### src/rtl/cache_pkg.sv
// Shared cache-port types: array enable bundles, status packet and port arbitration enums.
package cache_pkg;

  typedef struct packed {
    logic data;
    logic tag;
    logic status;
  } data_enable_t;

  typedef struct packed {
    logic       valid;
    logic       dirty;
    logic [1:0] lru;
  } status_packet_t;

  typedef enum logic [1:0] {
    IDLE,
    LOAD_OWN,
    STORE_OWN
  } arb_state_t;

  typedef enum logic {
    LOAD,
    STORE
  } arb_owner_t;

endpackage

### src/rtl/dcache_port_arbiter_if.sv
// Cache array port bundle: load/store controller request side and the muxed array side.
interface dcache_port_arbiter_if;
  import cache_pkg::*;

  logic           ldu_request_i;
  logic           ldu_release_i;
  logic           ldu_grant_o;
  logic [31:0]    ldu_address_i;
  data_enable_t   ldu_read_i;
  data_enable_t   ldu_write_i;
  logic [31:0]    ldu_data_i;
  status_packet_t ldu_status_i;

  logic           stu_request_i;
  logic           stu_release_i;
  logic           stu_grant_o;
  logic [31:0]    stu_address_i;
  data_enable_t   stu_read_i;
  data_enable_t   stu_write_i;
  logic [31:0]    stu_data_i;
  logic [3:0]     stu_byte_i;
  status_packet_t stu_status_i;

  logic [31:0]    cache_address_o;
  data_enable_t   cache_read_o;
  data_enable_t   cache_write_o;
  logic [31:0]    cache_data_o;
  logic [3:0]     cache_byte_o;
  status_packet_t cache_status_o;

  modport slave (
    input  ldu_request_i, ldu_release_i, ldu_address_i, ldu_read_i, ldu_write_i,
           ldu_data_i, ldu_status_i,
    input  stu_request_i, stu_release_i, stu_address_i, stu_read_i, stu_write_i,
           stu_data_i, stu_byte_i, stu_status_i,
    output ldu_grant_o, stu_grant_o,
    output cache_address_o, cache_read_o, cache_write_o, cache_data_o, cache_byte_o,
           cache_status_o
  );

  modport master (
    output ldu_request_i, ldu_release_i, ldu_address_i, ldu_read_i, ldu_write_i,
           ldu_data_i, ldu_status_i,
    output stu_request_i, stu_release_i, stu_address_i, stu_read_i, stu_write_i,
           stu_data_i, stu_byte_i, stu_status_i,
    input  ldu_grant_o, stu_grant_o,
    input  cache_address_o, cache_read_o, cache_write_o, cache_data_o, cache_byte_o,
           cache_status_o
  );

endinterface

### src/rtl/dcache_port_arbiter.sv
// Transaction-locked load/store arbiter for the single data-cache array port; zero-latency grant from IDLE.
// Round-robin by default; DCACHE_ARB_STARVE_GUARD_EN selects load priority with a store starvation guard.
module dcache_port_arbiter
  import cache_pkg::*;
#(
  parameter int STARVE_LIMIT = 8
) (
  input logic                  clk_i,
  input logic                  rst_n_i,
  input logic                  halt_i,
  dcache_port_arbiter_if.slave bus
);

  arb_state_t r_state, w_state_nxt;
  arb_owner_t r_last, w_last_nxt;
  logic       w_ldu_gnt, w_stu_gnt;
  logic       w_tie_to_stu;

`ifdef DCACHE_ARB_STARVE_GUARD_EN
  localparam logic [7:0] LP_LIMIT = 8'(STARVE_LIMIT);
  logic [7:0] r_starve_cnt;
  logic       w_unused_last;

  // Load normally wins ties; a store that has waited the full limit takes the port instead.
  assign w_tie_to_stu  = (r_starve_cnt == LP_LIMIT);
  assign w_unused_last = r_last;

  always_ff @(posedge clk_i or negedge rst_n_i) begin
    if (!rst_n_i) begin
      r_starve_cnt <= '0;
    end else if (!halt_i) begin
      if (w_stu_gnt) begin
        r_starve_cnt <= '0;
      end else if (bus.stu_request_i && (r_starve_cnt != LP_LIMIT)) begin
        r_starve_cnt <= r_starve_cnt + 8'd1;
      end
    end
  end
`else
  logic [7:0] w_unused_limit;

  assign w_unused_limit = 8'(STARVE_LIMIT);
  assign w_tie_to_stu   = (r_last == LOAD);
`endif

  always_ff @(posedge clk_i or negedge rst_n_i) begin
    if (!rst_n_i) begin
      r_state <= IDLE;
      r_last  <= STORE;
    end else if (!halt_i) begin
      r_state <= w_state_nxt;
      r_last  <= w_last_nxt;
    end
  end

  always_comb begin
    w_state_nxt = r_state;
    w_last_nxt  = r_last;
    w_ldu_gnt   = 1'b0;
    w_stu_gnt   = 1'b0;
    unique case (r_state)
      IDLE: begin
        // Grant is combinational here, so reset must also mask it while the controllers are held.
        if (!halt_i && rst_n_i) begin
          if (bus.stu_request_i && (!bus.ldu_request_i || w_tie_to_stu)) begin
            w_stu_gnt   = 1'b1;
            w_state_nxt = STORE_OWN;
            w_last_nxt  = STORE;
          end else if (bus.ldu_request_i) begin
            w_ldu_gnt   = 1'b1;
            w_state_nxt = LOAD_OWN;
            w_last_nxt  = LOAD;
          end
        end
      end
      LOAD_OWN: begin
        w_ldu_gnt = 1'b1;
        if (bus.ldu_release_i) begin
          if (bus.stu_request_i) begin
            w_state_nxt = STORE_OWN;
            w_last_nxt  = STORE;
          end else begin
            w_state_nxt = IDLE;
          end
        end
      end
      STORE_OWN: begin
        w_stu_gnt = 1'b1;
        if (bus.stu_release_i) begin
          if (bus.ldu_request_i) begin
            w_state_nxt = LOAD_OWN;
            w_last_nxt  = LOAD;
          end else begin
            w_state_nxt = IDLE;
          end
        end
      end
      default: w_state_nxt = IDLE;
    endcase
  end

  assign bus.ldu_grant_o = w_ldu_gnt;
  assign bus.stu_grant_o = w_stu_gnt;

  always_comb begin
    bus.cache_address_o = w_stu_gnt ? bus.stu_address_i : bus.ldu_address_i;
    bus.cache_read_o    = '0;
    bus.cache_write_o   = '0;
    bus.cache_data_o    = '0;
    bus.cache_byte_o    = '0;
    bus.cache_status_o  = '0;
    if (w_ldu_gnt) begin
      bus.cache_read_o   = bus.ldu_read_i;
      bus.cache_write_o  = bus.ldu_write_i;
      bus.cache_data_o   = bus.ldu_data_i;
      bus.cache_byte_o   = '1;
      bus.cache_status_o = bus.ldu_status_i;
    end else if (w_stu_gnt) begin
      bus.cache_read_o   = bus.stu_read_i;
      bus.cache_write_o  = bus.stu_write_i;
      bus.cache_data_o   = bus.stu_data_i;
      bus.cache_byte_o   = bus.stu_byte_i;
      bus.cache_status_o = bus.stu_status_i;
    end
  end

endmodule

### src/flat_wrapper.sv
// flat-port wrapper written by rule: the top's interface ports become plain ports
module dcache_port_arbiter_flat import cache_pkg::*;
#(
  parameter int STARVE_LIMIT = 8
)
  (clk_i, rst_n_i, halt_i, bus_ldu_request_i, bus_ldu_release_i, bus_ldu_address_i, bus_ldu_read_i, bus_ldu_write_i, bus_ldu_data_i, bus_ldu_status_i, bus_stu_request_i, bus_stu_release_i, bus_stu_address_i, bus_stu_read_i, bus_stu_write_i, bus_stu_data_i, bus_stu_byte_i, bus_stu_status_i, bus_ldu_grant_o, bus_stu_grant_o, bus_cache_address_o, bus_cache_read_o, bus_cache_write_o, bus_cache_data_o, bus_cache_byte_o, bus_cache_status_o);
  dcache_port_arbiter_if bus_i ();
  input logic clk_i;
  input logic rst_n_i;
  input logic halt_i;
  input wire logic [$bits(bus_i.ldu_request_i)-1:0] bus_ldu_request_i;
  input wire logic [$bits(bus_i.ldu_release_i)-1:0] bus_ldu_release_i;
  input wire logic [$bits(bus_i.ldu_address_i)-1:0] bus_ldu_address_i;
  input wire logic [$bits(bus_i.ldu_read_i)-1:0] bus_ldu_read_i;
  input wire logic [$bits(bus_i.ldu_write_i)-1:0] bus_ldu_write_i;
  input wire logic [$bits(bus_i.ldu_data_i)-1:0] bus_ldu_data_i;
  input wire logic [$bits(bus_i.ldu_status_i)-1:0] bus_ldu_status_i;
  input wire logic [$bits(bus_i.stu_request_i)-1:0] bus_stu_request_i;
  input wire logic [$bits(bus_i.stu_release_i)-1:0] bus_stu_release_i;
  input wire logic [$bits(bus_i.stu_address_i)-1:0] bus_stu_address_i;
  input wire logic [$bits(bus_i.stu_read_i)-1:0] bus_stu_read_i;
  input wire logic [$bits(bus_i.stu_write_i)-1:0] bus_stu_write_i;
  input wire logic [$bits(bus_i.stu_data_i)-1:0] bus_stu_data_i;
  input wire logic [$bits(bus_i.stu_byte_i)-1:0] bus_stu_byte_i;
  input wire logic [$bits(bus_i.stu_status_i)-1:0] bus_stu_status_i;
  output wire logic [$bits(bus_i.ldu_grant_o)-1:0] bus_ldu_grant_o;
  output wire logic [$bits(bus_i.stu_grant_o)-1:0] bus_stu_grant_o;
  output wire logic [$bits(bus_i.cache_address_o)-1:0] bus_cache_address_o;
  output wire logic [$bits(bus_i.cache_read_o)-1:0] bus_cache_read_o;
  output wire logic [$bits(bus_i.cache_write_o)-1:0] bus_cache_write_o;
  output wire logic [$bits(bus_i.cache_data_o)-1:0] bus_cache_data_o;
  output wire logic [$bits(bus_i.cache_byte_o)-1:0] bus_cache_byte_o;
  output wire logic [$bits(bus_i.cache_status_o)-1:0] bus_cache_status_o;
  assign bus_i.ldu_request_i = bus_ldu_request_i;
  assign bus_i.ldu_release_i = bus_ldu_release_i;
  assign bus_i.ldu_address_i = bus_ldu_address_i;
  assign bus_i.ldu_read_i = bus_ldu_read_i;
  assign bus_i.ldu_write_i = bus_ldu_write_i;
  assign bus_i.ldu_data_i = bus_ldu_data_i;
  assign bus_i.ldu_status_i = bus_ldu_status_i;
  assign bus_i.stu_request_i = bus_stu_request_i;
  assign bus_i.stu_release_i = bus_stu_release_i;
  assign bus_i.stu_address_i = bus_stu_address_i;
  assign bus_i.stu_read_i = bus_stu_read_i;
  assign bus_i.stu_write_i = bus_stu_write_i;
  assign bus_i.stu_data_i = bus_stu_data_i;
  assign bus_i.stu_byte_i = bus_stu_byte_i;
  assign bus_i.stu_status_i = bus_stu_status_i;
  assign bus_ldu_grant_o = bus_i.ldu_grant_o;
  assign bus_stu_grant_o = bus_i.stu_grant_o;
  assign bus_cache_address_o = bus_i.cache_address_o;
  assign bus_cache_read_o = bus_i.cache_read_o;
  assign bus_cache_write_o = bus_i.cache_write_o;
  assign bus_cache_data_o = bus_i.cache_data_o;
  assign bus_cache_byte_o = bus_i.cache_byte_o;
  assign bus_cache_status_o = bus_i.cache_status_o;
  dcache_port_arbiter #(.STARVE_LIMIT(STARVE_LIMIT)) u_core (.clk_i(clk_i), .rst_n_i(rst_n_i), .halt_i(halt_i), .bus(bus_i));
endmodule
### config.mk
export PLATFORM = sky130hd
export DESIGN_NAME = dcache_port_arbiter_flat
export DESIGN_NICKNAME = d
export VERILOG_FILES = /design/src/rtl/cache_pkg.sv /design/src/rtl/dcache_port_arbiter_if.sv /design/src/rtl/dcache_port_arbiter.sv /design/src/flat_wrapper.sv
export SDC_FILE = /design/constraint.sdc
export NUM_CORES = 1
export LEC_CHECK = 0
export CORE_AREA = 2 2 92 94
export CTS_CLUSTER_DIAMETER = 120
export DETAILED_ROUTE_END_ITERATION = 10
export DIE_AREA = 0 0 94 96
export PLACE_DENSITY = 0.68
export SYNTH_ARGS = -nofsm -noshare
export SYNTH_HDL_FRONTEND = slang
export SYNTH_SLANG_ARGS = --single-unit
### constraint.sdc
create_clock -name clk_i -period 5.5 [get_ports clk_i]
set_input_delay 0.55 -clock clk_i [delete_from_list [all_inputs] [get_ports clk_i]]
set_output_delay 0.55 -clock clk_i [all_outputs]
set_load 0.05 [all_outputs]
==> metrics.md, run 1 <==
| Metric | Value |
|---|---|
| Fill count | 776 |
| Die area | 9020 µm² |
| Nets@finish | 609 |
| CP endpoint | bus_cache_read_o[2] |
| I/O pin count | 239 |
| Setup TNS | 0 ps |
| Number of routed nets with antenna violations | 0 |
| Synth-to-layout area growth | 187% |
| WL final | 7160 µm |
| Hpwl dp | 6000 µm |
| Sink Count | 3 |
| Initial antenna violation count | 0 |
| Setup crit end kind | primary output |
| Dpl cells | 546 |
| Final Cycle Share | 0.724 |
| Port bufs | 238 |
| Postcts setup bufs | 0 |
| Pleak | 0.00144 µW |
| Run status | finished, final reports clean |
| PwrDens | 521 nW/µm² |
| FF+latch area | 76.3 µm² |
| Remaining DRCs | 0 |
| CTS HTree Levels | 1 |
| Slew @ Worst Pin | 564 ps |
| Worst reg2reg startpoint | u_core.r_state[0] |
| HP Class | primary input to async pin |
| First-iteration detailed-routing DRC count | 41 |
| CTS max path bufs | 2 |
| Total track usage | 0.133 |
| Largest area contributor in the netlist | mux2_2 |
| Non-filler cells in the finished layout | 550 |
| Arr. time, crit path | 3430 ps |
| Worst Path Required | 4950 ps |
| Clock Pin Slew Worst Setup and Hold Paths | 30 ps |
| Post-synth top area share | 0.285 |
| Cts hold-fix bufs | 0 |
| Grt ovf | 0 |
| Chip width | 94 µm |
| RR Endpoint | u_core.r_state[0] |
| Max transition margin | 0.624 |
| Fin crit period | 3980 ps |
| CTS root buf | clkbuf_8 |
| Initial Util | 0.167 |
| Crit Path Class | primary input to primary output |
| Clock skew | 0.0648 ps |
| Top cells by count, synth | nand2_1, o21ai_0, mux2_2, buf_2 |
| Max Fclk | 251 MHz |
| Core area | 8050 µm² |
| Final setup viols | 0 |
| DIE HEIGHT | 96 µm |
| Rows | 33 |
| Synth cell types | 24 |
| GP Congestion | 0.830 |
| Pins Over Slew Limit | 0 |
| R2R depth | 6 |
| Synth warn | 0 |
| Post-synth EDFFs | 0 |
| Gate Count Post-Synth | 218 |
| R2R Setup Slk | 3440 ps |
| Post-synth ARST share | 1.00 |
| Number of synthesized register bits | 3 |
| Vias per inst | 4.25 |
| Post-Syn Area | 1340 µm² |
| WHS | 555 ps |
| RSZ-0062 raised after global routing | false |
| Mapped Nets | 381 |
| Critical Path Start | rst_n_i |
| Largest cells by area after synthesis | mux2_2, nand2_1, o21ai_0, dfrtp_1, ha_1 |
| First-pass GRT wire length | 9810 µm |
| Worst VDD drop | 252 µV |
| Design area | 3850 µm² |
| Vias in the first global route | 2202 |
| Worst-skew pair later-pin latency | 220 ps |
| Crit start category | primary input |
| Multi-input logic area | 1150 µm² |
| Post-CTS sizing | 0 |
| CTS tree | yes |
| Routed wire per std cell | 13.0 µm |
| Cell with the most instances after synthesis | nand2_1 |
| CP Max Fanout | 48 |
| Number of buffers created by CTS | 3 |
| N_diodes | 0 |
| Primary FF master, synth | dfrtp_1 |
| Post-Syn Area per Cell | 6.16 µm² |
| Maximum number of pins on one net before global-route repair | 50 |
| Share of layout cells above drive strength 1 | 0.0989 |
| Drt first pass iters | 4 |
| Placed Area | 3800 µm² |
| Final Hold Vio Count | 0 |
| Max-Cap Viols | 0 |
| Post-synthesis sequential area ratio | 0.0568 |
| Via count | 2337 |
[through the flow]
stage                util  setup slack, ps  total power [µW]
floorplan               -             2080              1330
global placement    0.472             1560              1930
detailed placement  0.472             1500              1950
CTS                 0.478             1480              2020
global route        0.478             1310              2110
finish              0.478             1520              2000
[layout by cell type, fill, tap and decap left out, types with 2 or more instances in the layout]
cell / netlist / routed
clkdlybuf4s50_1: 0 / 238
ha_1: 4 / 4
a21o_1: 5 / 5
mux2_2: 34 / 34
inv_1: 6 / 6
o211ai_1: 2 / 2
o21ai_0: 44 / 44
nor2b_1: 4 / 4
buf_4: 3 / 2
nor2_1: 2 / 2
nand2_1: 86 / 86
dfrtp_1: 2 / 2
clkbuf_8: 0 / 3
[power breakdown]
| group | internal, µW | switching (µW) |
|---|---|---|
| clock | 49.5 | 15.0 |
| combinational | 670 | 1220 |
| sequential | 35.7 | 12.3 |
| total | 755 | 1250 |
[critical path: stages]
cell and delay [ps]:
clkdlybuf4s50_1 590, nor2b_1 170, a41o_2 580, buf_12 310, nand2_1 80, o21ai_0 250, clkdlybuf4s50_1 880
[routing by layer]
layer  part of all wire  vias to the layer above  GRT usage  routed length [µm]
li1                   -                     1190          -                   -
met1               0.35                     1002      0.131                2480
met2               0.52                      139      0.271                3720
met3               0.12                        6     0.0431                 894
met4             0.0077                        0     0.0242                  55
met5                  0                        -          0                   0
[worst min path at each step]
| stage | end | cells past startpoint |
|---|---|---|
| global route | u_core.r_state[1] | 1 |
| finish | u_core.r_state[1] | 1 |
| global placement | u_core.r_state[1] | 1 |
| floorplan | u_core.r_state[0] | 0 |
| detailed placement | u_core.r_state[1] | 1 |
| CTS | u_core.r_state[1] | 1 |
[flip-flops by register name, indices dropped and copies added, names as in the netlist]
register,count
u_core.r_last,1
u_core.r_state,2
[cells by family after synthesis]
family / count (synthesis) / share of synthesized area
buffers and inverters: 24 / 0.0839
DFF: 3 / 0.0569
adders and majority gates: 4 / 0.0373
AOI/OAI and AO/OA: 56 / 0.246
muxes: 34 / 0.285
and+or+nand+nor: 97 / 0.291
[cell type report]
type	instances	share of cell area
clock buffer	4	0.0117
inverter	6	0.00585
multi-input combinational	191	0.300
sequential	3	0.0198
tap	105	0.0341
timing repair buffer	241	0.628
Note: power is estimated with default switching activity, not from simulation.
==> run 2, diff against run 1 <==
--- a/config.mk
+++ b/config.mk
@@ -5,11 +5,11 @@
 export SDC_FILE = /design/constraint.sdc
 export NUM_CORES = 1
 export LEC_CHECK = 0
-export CORE_AREA = 2 2 92 94
+export CORE_AREA = 2 2 93 95
 export CTS_CLUSTER_DIAMETER = 120
 export DETAILED_ROUTE_END_ITERATION = 10
-export DIE_AREA = 0 0 94 96
-export PLACE_DENSITY = 0.68
+export DIE_AREA = 0 0 95 97
+export PLACE_DENSITY = 0.67
 export SYNTH_ARGS = -nofsm -noshare
 export SYNTH_HDL_FRONTEND = slang
 export SYNTH_SLANG_ARGS = --single-unit
==> constraint.sdc (replaced) <==
create_clock -name clk_i -period 4.05 [get_ports clk_i]
set_input_delay 0.405 -clock clk_i [delete_from_list [all_inputs] [get_ports clk_i]]
set_output_delay 0.405 -clock clk_i [all_outputs]
set_load 0.05 [all_outputs]
==> run 2 against run 1 <==
Effect of this change: via count fell by 0.81%; critical path depth rose by 1; register-to-register slack got worse by 1400 ps; clock-buffer cell count did not move; sequential share of layout area did not move; combinational power rose by 35%; critical endpoint is now bus_cache_data_o[20]; largest power group unchanged; highest routed layer unchanged.
==> metrics.md, run 2 (synthesized netlist as in run 1, its figures left out) <==
| Metric | Value |
|---|---|
| Max-Cap Viols | 0 (unchanged) |
| Max transition margin | 0.640 (+0.0164) |
| Max Fclk | 298 MHz |
| Postcts setup bufs | 0 (unchanged) |
| Most common cell after layout, fill and taps aside | clkdlybuf4s50_1 |
| I/O pin count | 239 (unchanged) |
| Met2 Use GR | 0.271 (about the same) |
| Initial Util | 0.165 (-0.00169) |
| CTS tree | yes |
| Post-route worst setup slack | 699 ps (-818 ps) |
| Final Cycle Share | 0.827 |
| Chip width | 95 µm (+1.1%) |
| Final setup viols | 0 (unchanged) |
| CP Max Fanout | 64 (+33%) |
| Met3 Usage GRT | 0.0428 (-0.000235) |
| Worst Path Required | 3640 ps (-1310 ps) |
| Grt ovf | 0 (unchanged) |
| Slowest stage delay, CP | 830 ps (-50 ps) |
| Share of layout cells above drive strength 1 | 0.0989 (unchanged) |
| Max reg flops | 2 (unchanged) |
| PwrDens | 706 nW/µm² (+36%) |
| Vias in the first global route | 2332 (+5.9%) |
| Remaining DRCs | 0 (unchanged) |
| Most flop-heavy register | u_core.r_state |
| Setup crit end kind | primary output |
| FF+latch area | 76.3 µm² (unchanged) |
| Crit path max-delay cell type | clkdlybuf4s50_1 |
| Synth-to-layout area growth | 187% (unchanged) |
| Routed wire per std cell | 13.2 µm (+1.4%) |
| Sink Count | 3 (unchanged) |
| Maximum number of pins on one net before global-route repair | 80 (+60%) |
| Number of buffers created by CTS | 3 (unchanged) |
| Crit-path cells | inv_1 -> ha_1 -> nand3b_1 -> o31ai_4 -> buf_4 -> nand2_1 -> o21ai_0 -> clkdlybuf4s50_1 |
| Slew @ Worst Pin | 538 ps (-26.3 ps) |
| Setup TNS | 0 ps (unchanged) |
| Largest regs | u_core.r_state (2), u_core.r_last (1) |
| CTS HTree Levels | 1 (unchanged) |
| Clock Pin Slew Worst Setup and Hold Paths | 30 ps (about the same) |
| Drt first pass iters | 4 (unchanged) |
| Cts hold-fix bufs | 0 (unchanged) |
| Die area | 9220 µm² (+2.1%) |
| HP Class | primary input to async pin |
| Pleak | 0.00144 µW (unchanged) |
| Pins Over Slew Limit | 0 (unchanged) |
| Multi-input logic area | 1150 µm² (unchanged) |
| Worst VDD drop | 319 µV (+26%) |
| DIE HEIGHT | 97 µm (+1.0%) |
| Placed Area | 3800 µm² (unchanged) |
| Port bufs | 238 (unchanged) |
| Run status | finished, final reports clean |
| Post-CTS sizing | 0 (unchanged) |
| Design area | 3850 µm² (unchanged) |
| WL final | 7250 µm (+1.4%) |
| Via count | 2318 (-0.81%) |
| Final Hold Vio Count | 0 (unchanged) |
| Most frequent cells in the layout | clkdlybuf4s50_1, nand2_1, o21ai_0 |
| GR peak layer | met2 |
| CTS max path bufs | 2 (unchanged) |
| N_diodes | 0 (unchanged) |
| Crit start category | flop |
| Number of routed nets with antenna violations | 0 (unchanged) |
| Fill count | 787 (+1.4%) |
| Rows | 33 (unchanged) |
| Vias per inst | 4.21 (-0.81%) |
| GP Congestion | 0.861 (+3.7%) |
| First-pass GRT wire length | 11000 µm (+12%) |
| Arr. time, crit path | 2950 ps (-480 ps) |
| Fin crit period | 3350 ps |
| WHS | 402 ps (-153 ps) |
| Hpwl dp | 5950 µm (-0.71%) |
| Global-route met1 utilization | 0.158 (+0.0271) |
| Crit Path Class | flop to primary output |
| Worst-skew pair later-pin latency | 220 ps (about the same) |
| Total track usage | 0.145 (+0.0121) |
| Final design utilization | 0.473 (-0.00485) |
| Initial antenna violation count | 0 (unchanged) |
| Nets@finish | 609 (unchanged) |
| Core area | 8130 µm² (+1.0%) |
| First-iteration detailed-routing DRC count | 50 (+22%) |
| CTS root buf | clkbuf_8 |
| RSZ-0062 raised after global routing | false |
| Clock skew | 1.83 ps (+1.77 ps) |
| Post-Place Setup Slack | 738 ps (-761 ps) |
## run 2: final cells by class
class | count | area share
Sequential cell | 3 | 0.0198
Timing Repair Buffer | 241 | 0.628
Inverter | 6 | 0.00585
Multi-Input combinational cell | 191 | 0.300
Clock buffer | 4 | 0.0117
Tap cell | 105 | 0.0341
## run 2: stage by stage
stage,std cells,total power (µW)
3_3_place_gp,546,2630
2_1_floorplan,218,1800
5_1_grt,550,2860
6_report,550,2710
4_1_cts,550,2740
3_5_place_dp,546,2640
## run 2: worst max-delay path: cells and delay by family, from the launching register on
kind | cells | cell delay (ps)
buf+inv | 3 | 1390
flops | 1 | 410
compound gates | 2 | 350
fa+ha+maj | 1 | 300
simple gates | 2 | 250
## run 2: power by group
group | internal (µW) | switching (µW)
Sequential | 48.6 | 17.7
Combinational | 911 | 1650
Clock | 67.2 | 20.2
Total | 1030 | 1690
## run 2: final timing paths
check	slack, ps	start	cells past startpoint	endpoint
worst min-delay path	400	rst_n_i	1	u_core.r_state[0]
max in group asynchronous	3400	rst_n_i	1	u_core.r_last
worst max register to register	2030	u_core.r_state[0]	6	u_core.r_state[0]
worst max-delay path	700	u_core.r_state[1]	8	bus_cache_data_o[20]
min in group clk_i	560	u_core.r_state[1]	1	u_core.r_state[1]
worst min register to register	560	u_core.r_state[1]	1	u_core.r_state[1]
## run 2: layer usage
metal	wire length (µm)	part of all wire
met5	0	0
met4	52	0.0072
met3	903	0.12
met2	3540	0.49
met1	2750	0.38
==> run 3, diff against run 2 <==
--- a/config.mk
+++ b/config.mk
@@ -9,7 +9,7 @@
 export CTS_CLUSTER_DIAMETER = 120
 export DETAILED_ROUTE_END_ITERATION = 10
 export DIE_AREA = 0 0 95 97
-export PLACE_DENSITY = 0.67
+export PLACE_DENSITY = 0.69
 export SYNTH_ARGS = -nofsm -noshare
 export SYNTH_HDL_FRONTEND = slang
 export SYNTH_SLANG_ARGS = --single-unit
==> constraint.sdc (replaced) <==
create_clock -name clk_i -period 2.85 [get_ports clk_i]
set_input_delay 0.285 -clock clk_i [delete_from_list [all_inputs] [get_ports clk_i]]
set_output_delay 0.285 -clock clk_i [all_outputs]
set_load 0.05 [all_outputs]
==> run 3 against run 2 <==
Effect of this change: sequential share of layout area down 0.19 points; critical endpoint is now bus_cache_data_o[10]; cell count is the same; combinational power grew 74%.
==> metrics.md, run 3 (synthesized netlist as in run 1, its figures left out) <==
| Metric | Value |
|---|---|
| Run status | finished, final reports clean |
| Initial Util | 0.165 (unchanged) |
| Hpwl dp | 6190 µm (+4.0%) |
| Slew @ Worst Pin | 492 ps (-45.4 ps) |
| Sw frac | 0.554 (-0.0673) |
| Rows | 33 (unchanged) |
| Number of buffers created by CTS | 3 (unchanged) |
| Worst-skew pair later-pin latency | 220 ps (about the same) |
| PwrDens | 1100 nW/µm² (+55%) |
| Routed wire per std cell | 13.3 µm (+0.79%) |
| Most frequent cells in the layout | clkdlybuf4s50_1, nand2_1, buf_12 |
| Max reg flops | 2 (unchanged) |
| Total Power | 4670 µW (+72%) |
| Share of layout cells above drive strength 1 | 0.279 (+0.180) |
| Clk pwr share | 0.027 (-0.005) |
| Sink Count | 3 (unchanged) |
| Vias per inst | 4.25 (+0.95%) |
| Worst reg2reg startpoint | u_core.r_state[0] |
| Clock Pin Slew Worst Setup and Hold Paths | 30 ps (about the same) |
| Fin crit period | 2670 ps |
| Chip width | 95 µm (unchanged) |
| Fill count | 740 (-6.0%) |
| Setup TNS | 0 ps (unchanged) |
| Pins Over Slew Limit | 0 (unchanged) |
| Non-filler cells in the finished layout | 550 (unchanged) |
| Final Hold Vio Count | 0 (unchanged) |
| Initial antenna violation count | 0 (unchanged) |
| WL final | 7310 µm (+0.79%) |
| I/O pin count | 239 (unchanged) |
| Most flop-heavy register | u_core.r_state |
| Max transition margin | 0.668 (+0.0279) |
| Flop pwr share | 0.020 (-0.004) |
| Final Cycle Share | 0.937 |
| Crit start category | flop |
| CTS max path bufs | 2 (unchanged) |
| Gate power share | 0.953 (+0.010) |
| CTS tree | yes |
| R2R Setup Slk | 780 ps (-1250 ps) |
| Core area | 8130 µm² (unchanged) |
| Synth-to-layout area growth | 217% |
| GP Congestion | 0.773 (-10%) |
| Crit Path Class | flop to primary output |
| Max Fclk | 375 MHz |
| Max-Cap Viols | 0 (unchanged) |
| HP Class | primary input to async pin |
| Drt first pass iters | 4 (unchanged) |
| Total track usage | 0.150 (+0.00474) |
| CTS HTree Levels | 1 (unchanged) |
| CP Max Fanout | 79 (+23%) |
| CTS root buf | clkbuf_8 |
| Vias in the first global route | 2385 (+2.3%) |
| Via count | 2340 (+0.95%) |
| Setup crit end kind | primary output |
| Post-CTS sizing | 0 (unchanged) |
| Pleak | 0.00171 µW (+19%) |
| Int Power | 2080 µW (+100%) |
| Grt ovf | 0 (unchanged) |
| DIE HEIGHT | 97 µm (unchanged) |
| Design area | 4260 µm² (+11%) |
| Worst VDD drop | 523 µV (+64%) |
| Largest regs | u_core.r_state (2), u_core.r_last (1) |
| Number of routed nets with antenna violations | 0 (unchanged) |
| Die area | 9220 µm² (unchanged) |
| N_diodes | 0 (unchanged) |
| Cts hold-fix bufs | 0 (unchanged) |
| Final setup viols | 0 (unchanged) |
| First-iteration detailed-routing DRC count | 44 (-12%) |
| Final design utilization | 0.524 (+0.0508) |
| Most common cell after layout, fill and taps aside | clkdlybuf4s50_1 |
| First-pass GRT wire length | 11300 µm (+2.9%) |
| Port bufs | 238 (unchanged) |
| Placed Area | 4220 µm² (+11%) |
| Clock skew | 3.33 ps (+1.50 ps) |
| Remaining DRCs | 0 (unchanged) |
| Worst Path Required | 2570 ps (-1070 ps) |
| Critical Path Start | u_core.r_state[0] |
| Maximum number of pins on one net before global-route repair | 82 (+2.5%) |
| Nets@finish | 609 (unchanged) |
| Net load switching power | 2590 µW (+54%) |
| Dpl cells | 546 (unchanged) |
| Arr. time, crit path | 2390 ps (-560 ps) |
| RSZ-0062 raised after global routing | false |
| Postcts setup bufs | 0 (unchanged) |
## run 3: cell count changes in the layout (fill, tap and decap cells not counted), sizes merged
| cell | delta |
|---|---|
| buf | +80 |
| clkdlybuf4s50 | -80 |
## run 3: metal layers
layer	GRT usage	wire, µm
met5	0	0
met3	0.0397	839
met2	0.296	3980
met4	0.0201	31
met1	0.157	2460
## run 3: area by class of cell
class / count / area [µm²] / area share
clock buffers: 4 / 45.0 / 0.0106
well taps: 105 / 131 / 0.0308
multi-input cells: 191 / 1150 / 0.271
inverters: 6 / 22.5 / 0.00529
repair buffers: 241 / 2830 / 0.664
flip-flops and latches: 3 / 76.3 / 0.0179
## run 3: worst paths after layout
check | endpoint | cells past startpoint
min in group clk_i | u_core.r_state[1] | 1
max in group asynchronous | u_core.r_last | 1
worst max register to register | u_core.r_state[0] | 6
worst max-delay path | bus_cache_data_o[10] | 7
worst min-delay path | u_core.r_state[1] | 1
worst min register to register | u_core.r_state[1] | 1
## run 3: power by group through the flow
stage          combinational, µW  sequential (µW)  clock, µW
6_report                    4450             95.5        125
5_1_grt                     4670             98.1        130
4_1_cts                     4500             94.6        127
3_5_place_dp                4490             95.3          0
3_3_place_gp                4440             92.3          0
2_1_floorplan               2480             85.6          0
## run 3: metrics by stage
stage | setup slack, ps | hold slack, ps
after detailed placement | 175 | 519
final | 180 | 290
after CTS | 178 | 289
after global placement | 319 | 499
after floorplan | 39.9 | -10.6
after global routing | 55.0 | 301
## run 3: worst max-delay path: stages, from the launching register on
cell and delay [ps]:
dfrtp_1 410, inv_1 100, ha_1 300, a41o_2 260, buf_12 300, nand2_1 100, o21ai_0 420, buf_12 200
